--- src/rtl/hazard_ctrl.sv ---
// -----------------------------------------------------------------------------
// hazard_ctrl
//
// Hazard controller for the five-stage pipeline, sitting beside the ID stage.
// It covers three cases: load-use stalls of configurable length, multi-cycle
// mul/div occupancy of EX, and data-memory wait states, which freeze the
// whole pipe. It also flushes the pipe on taken branches.
//
// Outputs are Mealy. They come from the registered state and the current
// inputs, so the first stall cycle has no added latency.
//
// Ports
//   clk_i          : clock, rising edge
//   rst_ni         : asynchronous active-low reset
//   rs1_ifr_i      : rs1 of the IF/ID instruction
//   rs2_ifr_i      : rs2 of the IF/ID instruction
//   rs1_used_i     : IF/ID instruction reads rs1
//   rs2_used_i     : IF/ID instruction reads rs2
//   rd_idr_i       : rd of the ID/EX instruction
//   MemRead_idr_i  : ID/EX instruction is a load
//   md_start_idr_i : ID/EX instruction is a mul/div entering EX
//   mem_wait_i     : data memory not ready, freeze everything
//   branch_taken_i : taken branch/jump resolved in EX
//   stall_pc_o     : hold the PC
//   nop_o          : bubble into ID/EX
//   nop_ex_o       : bubble into EX/MEM
//   stall_r_o      : per pipeline-register hold (bit0 IF/ID ... bit3 MEM/WB)
//   flush_o        : squash IF/ID and ID/EX
//   busy_o         : registered state is a stall state
// -----------------------------------------------------------------------------
module hazard_ctrl #(
  parameter int REG_W    = 5,
  parameter int N_REGS   = 4,
  parameter int LOAD_LAT = 1,
  parameter int MD_LAT   = 4
) (
  input  logic              clk_i,
  input  logic              rst_ni,
  input  logic [REG_W-1:0]  rs1_ifr_i,
  input  logic [REG_W-1:0]  rs2_ifr_i,
  input  logic              rs1_used_i,
  input  logic              rs2_used_i,
  input  logic [REG_W-1:0]  rd_idr_i,
  input  logic              MemRead_idr_i,
  input  logic              md_start_idr_i,
  input  logic              mem_wait_i,
  input  logic              branch_taken_i,
  output logic              stall_pc_o,
  output logic              nop_o,
  output logic              nop_ex_o,
  output logic [N_REGS-1:0] stall_r_o,
  output logic              flush_o,
  output logic              busy_o
);

  typedef enum logic [1:0] {
    ST_IDLE = 2'd0,
    ST_LU   = 2'd1,
    ST_MD   = 2'd2
  } state_e;

  // The detection cycle is the first stall cycle. A stall state is only
  // needed when the stall lasts longer than that single cycle.
  localparam bit LU_MULTI = (LOAD_LAT > 1);
  localparam bit MD_MULTI = (MD_LAT > 2);
  localparam int LU_INIT_I = LU_MULTI ? (LOAD_LAT - 2) : 0;
  localparam int MD_INIT_I = MD_MULTI ? (MD_LAT - 3) : 0;
  localparam logic [3:0] LU_INIT = LU_INIT_I[3:0];
  localparam logic [3:0] MD_INIT = MD_INIT_I[3:0];

  localparam logic [N_REGS-1:0] LU_HOLD     = N_REGS'(1);
  localparam logic [N_REGS-1:0] MD_HOLD     = N_REGS'(3);
  localparam logic [N_REGS-1:0] FREEZE_HOLD = {N_REGS{1'b1}};

  state_e     state_r;
  state_e     state_nxt_s;
  logic [3:0] cnt_r;
  logic [3:0] cnt_nxt_s;
  logic       lu_s;

  // Load-use hazard. An rd of x0 never creates a dependency, and an operand
  // that is not read is ignored.
  always_comb begin
    lu_s = MemRead_idr_i && (rd_idr_i != '0) &&
           ((rs1_used_i && (rd_idr_i == rs1_ifr_i)) ||
            (rs2_used_i && (rd_idr_i == rs2_ifr_i)));
  end

  // Priority chain: memory freeze, then an active stall, then flush,
  // then mul/div start, then load-use.
  always_comb begin
    state_nxt_s = state_r;
    cnt_nxt_s   = cnt_r;
    stall_pc_o  = 1'b0;
    nop_o       = 1'b0;
    nop_ex_o    = 1'b0;
    stall_r_o   = '0;
    flush_o     = 1'b0;
    busy_o      = 1'b0;
    if (!rst_ni) begin
      // Reset forces quiet outputs, including while reset is still asserted.
      state_nxt_s = ST_IDLE;
      cnt_nxt_s   = 4'd0;
    end else begin
      busy_o = (state_r != ST_IDLE);
      if (mem_wait_i) begin
        // State and counter hold. Detection is retried after the wait.
        stall_pc_o = 1'b1;
        stall_r_o  = FREEZE_HOLD;
      end else begin
        case (state_r)
          ST_LU: begin
            stall_pc_o = 1'b1;
            nop_o      = 1'b1;
            stall_r_o  = LU_HOLD;
            if (cnt_r == 4'd0) begin
              state_nxt_s = ST_IDLE;
            end else begin
              cnt_nxt_s = cnt_r - 4'd1;
            end
          end
          ST_MD: begin
            stall_pc_o = 1'b1;
            nop_ex_o   = 1'b1;
            stall_r_o  = MD_HOLD;
            if (cnt_r == 4'd0) begin
              state_nxt_s = ST_IDLE;
            end else begin
              cnt_nxt_s = cnt_r - 4'd1;
            end
          end
          ST_IDLE: begin
            if (branch_taken_i) begin
              flush_o = 1'b1;
            end else if (md_start_idr_i) begin
              stall_pc_o = 1'b1;
              nop_ex_o   = 1'b1;
              stall_r_o  = MD_HOLD;
              if (MD_MULTI) begin
                state_nxt_s = ST_MD;
                cnt_nxt_s   = MD_INIT;
              end else begin
                state_nxt_s = ST_IDLE;
              end
            end else if (lu_s) begin
              stall_pc_o = 1'b1;
              nop_o      = 1'b1;
              stall_r_o  = LU_HOLD;
              if (LU_MULTI) begin
                state_nxt_s = ST_LU;
                cnt_nxt_s   = LU_INIT;
              end else begin
                state_nxt_s = ST_IDLE;
              end
            end else begin
              state_nxt_s = ST_IDLE;
            end
          end
          default: begin
            state_nxt_s = ST_IDLE;
            cnt_nxt_s   = 4'd0;
          end
        endcase
      end
    end
  end

  // State and stall counter registers.
  always_ff @(posedge clk_i or negedge rst_ni) begin
    if (!rst_ni) begin
      state_r <= ST_IDLE;
      cnt_r   <= 4'd0;
    end else begin
      state_r <= state_nxt_s;
      cnt_r   <= cnt_nxt_s;
    end
  end

endmodule

--- config.mk ---
export PLATFORM = sky130hd
export DESIGN_NAME = hazard_ctrl
export DESIGN_NICKNAME = d
export VERILOG_FILES = /design/src/rtl/hazard_ctrl.sv
export SDC_FILE = /design/constraint.sdc
export NUM_CORES = 1
export LEC_CHECK = 0
export ABC_AREA = 1
export CAP_MARGIN = 30
export CORE_UTILIZATION = 44
export CTS_BUF_LIST = sky130_fd_sc_hd__clkbuf_8
export DETAILED_ROUTE_END_ITERATION = 12
export GPL_ROUTABILITY_DRIVEN = 0
export GPL_TIMING_DRIVEN = 0
export PLACE_DENSITY = 0.95
export SETUP_SLACK_MARGIN = 0.4
export SLEW_MARGIN = 0
export SYNTH_ARGS = -nofsm -noshare
export SYNTH_HDL_FRONTEND = slang
export SYNTH_SLANG_ARGS = --single-unit
--- constraint.sdc ---
create_clock -name clk_i -period 3.7 [get_ports clk_i]
set_input_delay 0.74 -clock clk_i [delete_from_list [all_inputs] [get_ports clk_i]]
set_output_delay 0.74 -clock clk_i [all_outputs]
set_load 0.01 [all_outputs]
# == After elaboration in Yosys (flattened, before gate mapping) ==
# Cells that the tools add are included.
# totals
inputBits,23
reg_bits,6
out_inout_bits,9
wordCells,63
# op_classes
eq_ne,9
mux,39
reduce_logical,12
addsub,1
# op_table
operator,n
4-bit 2-to-1 mux,7
1-bit 2-to-1 mux,19
2-bit 2-to-1 mux,7
5-bit == test,2
3-bit inequality test (second input constant),3
4-bit case mux with 2 select lines,1
1-bit case mux with 2 select lines,3
2-bit case mux with 3 select lines,1
5-bit nonzero test,1
1-bit logical AND,4
4-bit logical NOT,1
2-bit case mux with 2 select lines,1
4-bit AND reduction,1
4-bit by 1-bit subtractor with 4-bit output (second input constant),1
3-bit by 2-bit inequality test with 1-bit output (second input constant),1
3-bit AND reduction,1
2-bit by 1-bit == test with 1-bit output (second input constant),1
2-bit == test (second input constant),1
2-bit logical NOT,1
2-bit inequality test (second input constant),1
2-bit nonzero test,1
2-bit OR reduction,1
1-bit logical OR,1

# == Depth between registers and ports, before layout ==
# depth
depth_word,10
depth_mapped,9
depth_no_buf,9

# == Worst setup path after synthesis ==
# OpenSTA, ideal clock, no wires.
# synth_timing
path_type,input -> output
start,in branch_taken_i
end,out stall_r_o[0]
t_arrival_ns,1.525
t_required_ns,2.960
slack_ns,1.435
stages,6
n_path_buf,1
path_cell_list,inv_1 > a21oi_1 > o21ai_0 > inv_1 > nand2_1 > buf_4
# synth_via
elab_chain_cells,4
# synth_rtl
element,line,source
from (decl),47,"input logic branch_taken_i,"
2-bit 2-to-1 mux,133,if (branch_taken_i) begin
2-bit case mux with 3 select lines,111,case (state_r)
4-bit 2-to-1 mux,106,if (mem_wait_i) begin
4-bit 2-to-1 mux,100,if (!rst_ni) begin
to (decl),51,"output logic [N_REGS-1:0] stall_r_o,"
# No other way between the ends.

# == Worst setup path in the final report ==
# layout_timing
start,in rd_idr_i[3]
end,out stall_pc_o
# layout_via
elab_chain_cells,10
word_cells_on_any_way,14
cone_classes,eq/ne: 2; mux: 6; reduce/logical: 6
# layout_rtl
element,line,source
from (decl),43,"input logic [REG_W-1:0] rd_idr_i,"
5-bit == test (on tied branches),"85, 86",
1-bit logical AND (on tied branches),"85, 86",
1-bit logical OR,85,((rs1_used_i && (rd_idr_i == rs1_ifr_i)) ||
1-bit logical AND *,84,lu_s = MemRead_idr_i && (rd_idr_i != '0) &&
1-bit 2-to-1 mux *,145,end else if (lu_s) begin
1-bit 2-to-1 mux *,135,end else if (md_start_idr_i) begin
1-bit 2-to-1 mux *,133,
1-bit case mux with 2 select lines *,111,
1-bit 2-to-1 mux *,106,
1-bit 2-to-1 mux *,100,
to (decl),48,"output logic stall_pc_o,"
# Mark *: on every way between the ends. The rest lies on a longest branch, timed or not.

==> results.json <==
{
  "outcome": "finished clean",
  "seq_area_frac_synth": 0.196,
  "ys_ff_latch": 5,
  "switching_share": 0.411,
  "rsz0062_at_grt": "no",
  "finClkSkew_ns": 0.00330,
  "drc": 0,
  "synth.area.top_cells": "nand2_1, dfrtp_1, inv_1",
  "post_drt_wl_per_cell_um": 10.6,
  "switching_power_mw": 0.181,
  "yosysTopAreaCell": "nand2_1",
  "clockBufferDepth": 2,
  "insertion_delay_ns": 0.22,
  "final_layout_size_suffix_gt1_frac": 0.0774,
  "p_per_area_nw_per_um2": 435,
  "antenna_found_initial": 0,
  "worst-path-buf-inv": 3,
  "cts_buffers": 3,
  "syn_area_um2": 639,
  "slew_headroom": 0.764,
  "grt_usage": 0.262,
  "cts_tree": "built",
  "overflow": 0,
  "met2_usage": 0.520,
  "setup_viol_count_final": 0,
  "syn_area_per_cell_um2": 5.33,
  "via_per_inst": 4.75,
  "critPathMaxStageDelay_ns": 0.53,
  "n_antenna_cell": 0,
  "cp_max_fo": 3,
  "io_pins": 32,
  "grt_start_max_net_pins": 9,
  "post_cts.repair.setup_buffers": 0,
  "grt_pass1_wl_um": 2790,
  "synth_warnings": 0,
  "r2r-start": "cnt_r[0]",
  "fin_setup_tns_ns": 0,
  "fmax_ghz": 0.316,
  "yosys.cell_types.count": 20,
  "gr-usage-met1": 0.247,
  "p_leak_nw": 0.566,
  "p_clk_frac": 0.220,
  "worstSetupPathType": "in2out",
  "io_buffers": 31,
  "clockRootBuffer": "clkbuf_8",
  "clkSinkCount": 5,
  "die_area_um2": 1610,
  "post-route-min-period_ns": 3.16,
  "grt_pass1_vias": 741,
  "cell_internal_pwr_mw": 0.260,
  "cpMostUsedCell": "nand2_1",
  "synth_top_area_share": 0.241,
  "worst_pin_slew_ns": 0.355,
  "seqPwrFrac": 0.226,
  "busiest_layer": "met2",
  "multi_input_area_um2": 394,
  "hold_path_class": "in2async",
  "floorplan.die.height_um": 40.1,
  "maxCapViolCount": 0,
  "syn_inst": 120,
  "fillers": 101,
  "slew_violations": 0,
  "area_delta_synth_final_pct": 58.7,
  "irDropWorstVdd_uv": 288,
  "seq_area_um2": 125,
  "hold_viol": 0,
  "dr.pass1.iters": 4,
  "std_cell_rows": 13,
  "reg2regPathDepth": 6,
  "slowest_stage": "clkdlybuf4s50_1",
  "finalCritPeriodShare": 0.855,
  "crit_family": "buffers and inverters",
  "die_x_um": 40.1,
  "num_vias": 807,
  "r2r_slack_ns": 2.36,
  "gr-usage-met3": 0.0833,
  "dpl.hpwl_um": 1500,
  "syn-num-nets": 145,
  "end_kind": "output pin",
  "worstPathRequired_ns": 2.96,
  "cts.reportedPaths.clkPinSlew_ns": 0.04,
  "power_frac_comb": 0.554,
  "core-area_um2": 1330,
  "htreeDepth": 1,
  "routed_wl_um": 1800,
  "first_iter_violations": 18,
  "start_util": 0.479,
  "nets": 181,
  "r2r-end": "cnt_r[2]",
  "final_util": 0.761,
  "crit_chain": "clkdlybuf4s50_1 -> inv_1 -> nand2_1 -> nand2_1 -> nor2_1 -> nand3_1 -> nand2_1 -> nand3_1 -> nand2_1 -> clkdlybuf4s50_1",
  "ant_nets": 0,
  "worstPathArrival_ns": 2.42,
  "start_kind": "input port"
}
[layout by cell type, fill, tap and decap left out, drive strengths merged]
master and count:
dlymetal6s2s 1, dlygate4sd2 1, dfrtp 5, or2 1, nor3 2, a21oi 5
o22ai 1, nand2 42, ha 2, buf 2, clkbuf 3, clkdlybuf4s50 29
nand3 7, inv 29, nand4 1, nor2 18, nor4 1, o21ai 5
[flip-flops by register name, indices dropped and copies added, names as in the netlist]
register,cells
cnt_r,4
state_r,1
[power groups by stage]
stage / logic, mW / registers, mW / clock network, mW
after floorplan: 0.158 / 0.0949 / 0
after global placement: 0.229 / 0.0986 / 0
after detailed placement: 0.244 / 0.0988 / 0
after CTS: 0.246 / 0.0986 / 0.0985
after global routing: 0.273 / 0.102 / 0.105
final: 0.244 / 0.0996 / 0.0971
[worst max path at each step]
stage	start	end	slack [ns]	cells past startpoint
6_report	rd_idr_i[3]	stall_pc_o	0.54	10
5_1_grt	rd_idr_i[3]	stall_pc_o	0.41	10
4_1_cts	rd_idr_i[3]	stall_r_o[0]	0.45	11
3_5_place_dp	rst_ni	stall_r_o[0]	0.32	7
3_3_place_gp	rst_ni	nop_o	0.40	8
2_1_floorplan	branch_taken_i	stall_r_o[0]	1.43	6
[synthesized netlist by cell type, drive strengths merged]
cell type	count
nand4	1
or2	1
ha	2
nand3	7
inv	28
o21ai	5
nor2	18
o22ai	1
nor4	1
nand2	42
a21oi	5
dfrtp	5
nor3	2
buf	2
[layout make-up]
class	count	share of cell area
clock buffers	3	0.0407
well taps	15	0.0185
clock inverters	1	0.00370
repair buffers	31	0.307
plain buffers	2	0.0148
flip-flops and latches	5	0.123
multi-input cells	85	0.388
inverters	28	0.104
[per-stage QoR]
stage          std cells  hold slack (ns)  total power, mW  setup slack (ns)  area (um^2)
2_1_floorplan        120            0.444            0.253              1.43          639
4_1_cts              170            0.532            0.443             0.454         1010
3_5_place_dp         166            0.548            0.343             0.315          968
5_1_grt              170            0.543            0.480             0.410         1010
3_3_place_gp         166            0.531            0.327             0.395          968
6_report             170            0.530            0.441             0.538         1010
[timing repair]
item,CTS,global route
gates cloned,0,0
setup endpoints to repair,3,1
hold buffers,0,0
resized for setup,1,1
[metal layers]
metal | vias to the layer above | wire length (um) | part of all wire
met2 | 25 | 995 | 0.55
li1 | 429 | - | -
met4 | 0 | 11 | 0.0061
met1 | 351 | 730 | 0.40
met3 | 2 | 67 | 0.037
met5 | - | 0 | 0
[cells by family (layout without fill, tap and decap cells)]
kind of cell               Yosys count  in the layout  synth area share
and+or+nand+nor                     72             72             0.483
buffers and inverters               30             65             0.188
adders and majority gates            2              2            0.0391
AOI/OAI and AO/OA                   11             11            0.0939
DFF                                  5              5             0.196
Power figures use the tool's default switching activity.
==> RTL change (same settings) <==
Change the parameter `REG_W` from 5 to 10.
--- a/src/rtl/hazard_ctrl.sv
+++ b/src/rtl/hazard_ctrl.sv
@@ -31,3 +31,3 @@
 module hazard_ctrl #(
-  parameter int REG_W    = 5,
+  parameter int REG_W    = 10,
   parameter int N_REGS   = 4,
Interface: changed (resized rd_idr_i, rs1_ifr_i and rs2_ifr_i); port bits go from 32 to 47. No check against the original RTL was run, so the function may have changed too.
==> RTL change against the unedited design <==
Area after synthesis is 52% higher. Clock skew is 0.96 ps higher. Routed wire length is 57% higher. Critical path type unchanged. Total power is 17% higher. Sequential cell count stayed put. Design area is 49% higher. Sequential share of layout area is 4.1 points lower. Worst setup slack better by 89 ps.
==> RTL change: results (changes against the unedited design) <==
stage;metric;value;unit;change
outcome;status;complete, no violations;;unchanged
global_routing;met3 usage;4.36;%;was 8.33%
global_routing;pin count of the biggest net entering global routing;12;;was 9
sta;slew margin rel.;70.0;%;was 76.4%
cells_and_area;Seq/total area;8.26;%;was 12.3%
synthesis;XOR/XNOR Fraction of Synth Area;1.80;%;was 0%
cells_and_area;share of cells above drive strength 1;9.66;%;was 7.74%
synthesis;Main synth FF type;dfrtp_1;;unchanged
synthesis;Adder-Cell Fraction of Synth Area;2.58;%;was 3.91%
cts;cts repair resizes;7;;was 1
cells_and_area;Finished Layout Cells;265;;was 170
detailed_routing;DR vias/cell;4.86;;was 4.75
synthesis;Mapped Avg Cell Area;5.16;sq um;was 5.33 sq um
place;DP Worst Slack;315;ps;about the same
detailed_routing;total wire length;2840;microns;was 1800 microns
synthesis;Mapped Cells;188;;was 120
place;placed cells;261;;was 166
cells_and_area;ClkCell Share;2.97;%;was 4.44%
cells_and_area;seq_cells;5;;unchanged
min_path;Hold Path Class;reg -> reg;;was in -> async
synthesis;Compound-Gate Fraction of Synth Area;11.6;%;was 9.39%
sta;final worst path period share;83.1;%;was 85.5%
cells_and_area;Total Nets Final;279;;was 181
detailed_routing;DR WL met3;199;microns;was 67 microns
global_routing;routing usage on met1;35.5;%;was 24.7%
pwr;leakage power;0.000843;uW;was 0.000566 uW
synthesis;synth cell count leaders;nand2_1 (66), inv_1 (29), nor2_1 (18);;was nand2_1 (41), inv_1 (26), nor2_1 (15)
setup_path;max incr delay on CP;480;ps;was 530 ps
place;hpwl dp;2360;microns;was 1500 microns
detailed_routing;Met1 Routed Length;1360;microns;was 730 microns
cells_and_area;Multi-input comb cells;137;;was 85
setup_path;crit-path max FO;2;;was 3
cells_and_area;area of the multi-input gates;673;sq um;was 394 sq um
global_routing;number of global-route vias before repair;1207;;was 741
place;# port buffers;46;;was 31
setup_path;Worst R2R Setup Slack;2430;ps;was 2360 ps
cells_and_area;Layout fillers;171;;was 101
pwr;VDD IR-drop max;554;uV;was 288 uV
cells_and_area;signal buffers share of area;31.2;%;was 32.2%
synthesis;syn_nets;228;;was 145
global_routing;routing usage on met2;42.8;%;was 52.0%
sta;skew final;4.27;ps;was 3.30 ps
global_routing;first-pass GRT wire length;4920;microns;was 2790 microns
synthesis;top cells by area, synth;nand2_1 (26%), dfrtp_1 (13%), inv_1 (11%);;was nand2_1 (24%), dfrtp_1 (20%), inv_1 (15%)
cells_and_area;Final Util;74.9;%;was 76.1%
detailed_routing;DR iter-0 viols;37;;was 18
setup_path;Worst R2R Path Depth;7;;was 6
detailed_routing;metal2 WL;1230;microns;was 995 microns
synthesis;Yosys cell types;24;;was 20
cells_and_area;inverters;44;;was 28
synthesis;ys async rst share;100;%;unchanged
cells_and_area;Buffers excl. clock;48;;was 33
synthesis;post-synthesis sequential area ratio;12.9;%;was 19.6%
==> RTL change: worst paths after layout <==
| kind | from | end |
|---|---|---|
| max in group asynchronous | rst_ni | cnt_r[2] |
| worst max register to register | cnt_r[1] | cnt_r[0] |
| worst min-delay path | cnt_r[1] | cnt_r[1] |
| min in group asynchronous | rst_ni | cnt_r[3] |
| worst min register to register | cnt_r[1] | cnt_r[1] |
| worst max-delay path | rs2_ifr_i[3] | stall_r_o[0] |
==> RTL change: logic make-up (layout without fill, tap and decap cells) <==
family / Yosys count / count (layout)
and+or+nand+nor: 117 / 117
buffers and inverters: 46 / 96
AOI/OAI and AO/OA: 16 / 16
DFF: 5 / 5
adders and majority gates: 2 / 2
xor gates and xnor gates: 2 / 2
==> RTL change: power breakdown <==
part           switching, uW  internal [uW]  total (uW)
logic                    176            140         316
clock network           26.7           71.1        97.8
registers               22.3           80.4         103
==> RTL change: worst max-delay path: cells and delay by family <==
family / cells / cell delay (ps)
simple gates: 9 / 710
buf+inv: 4 / 880
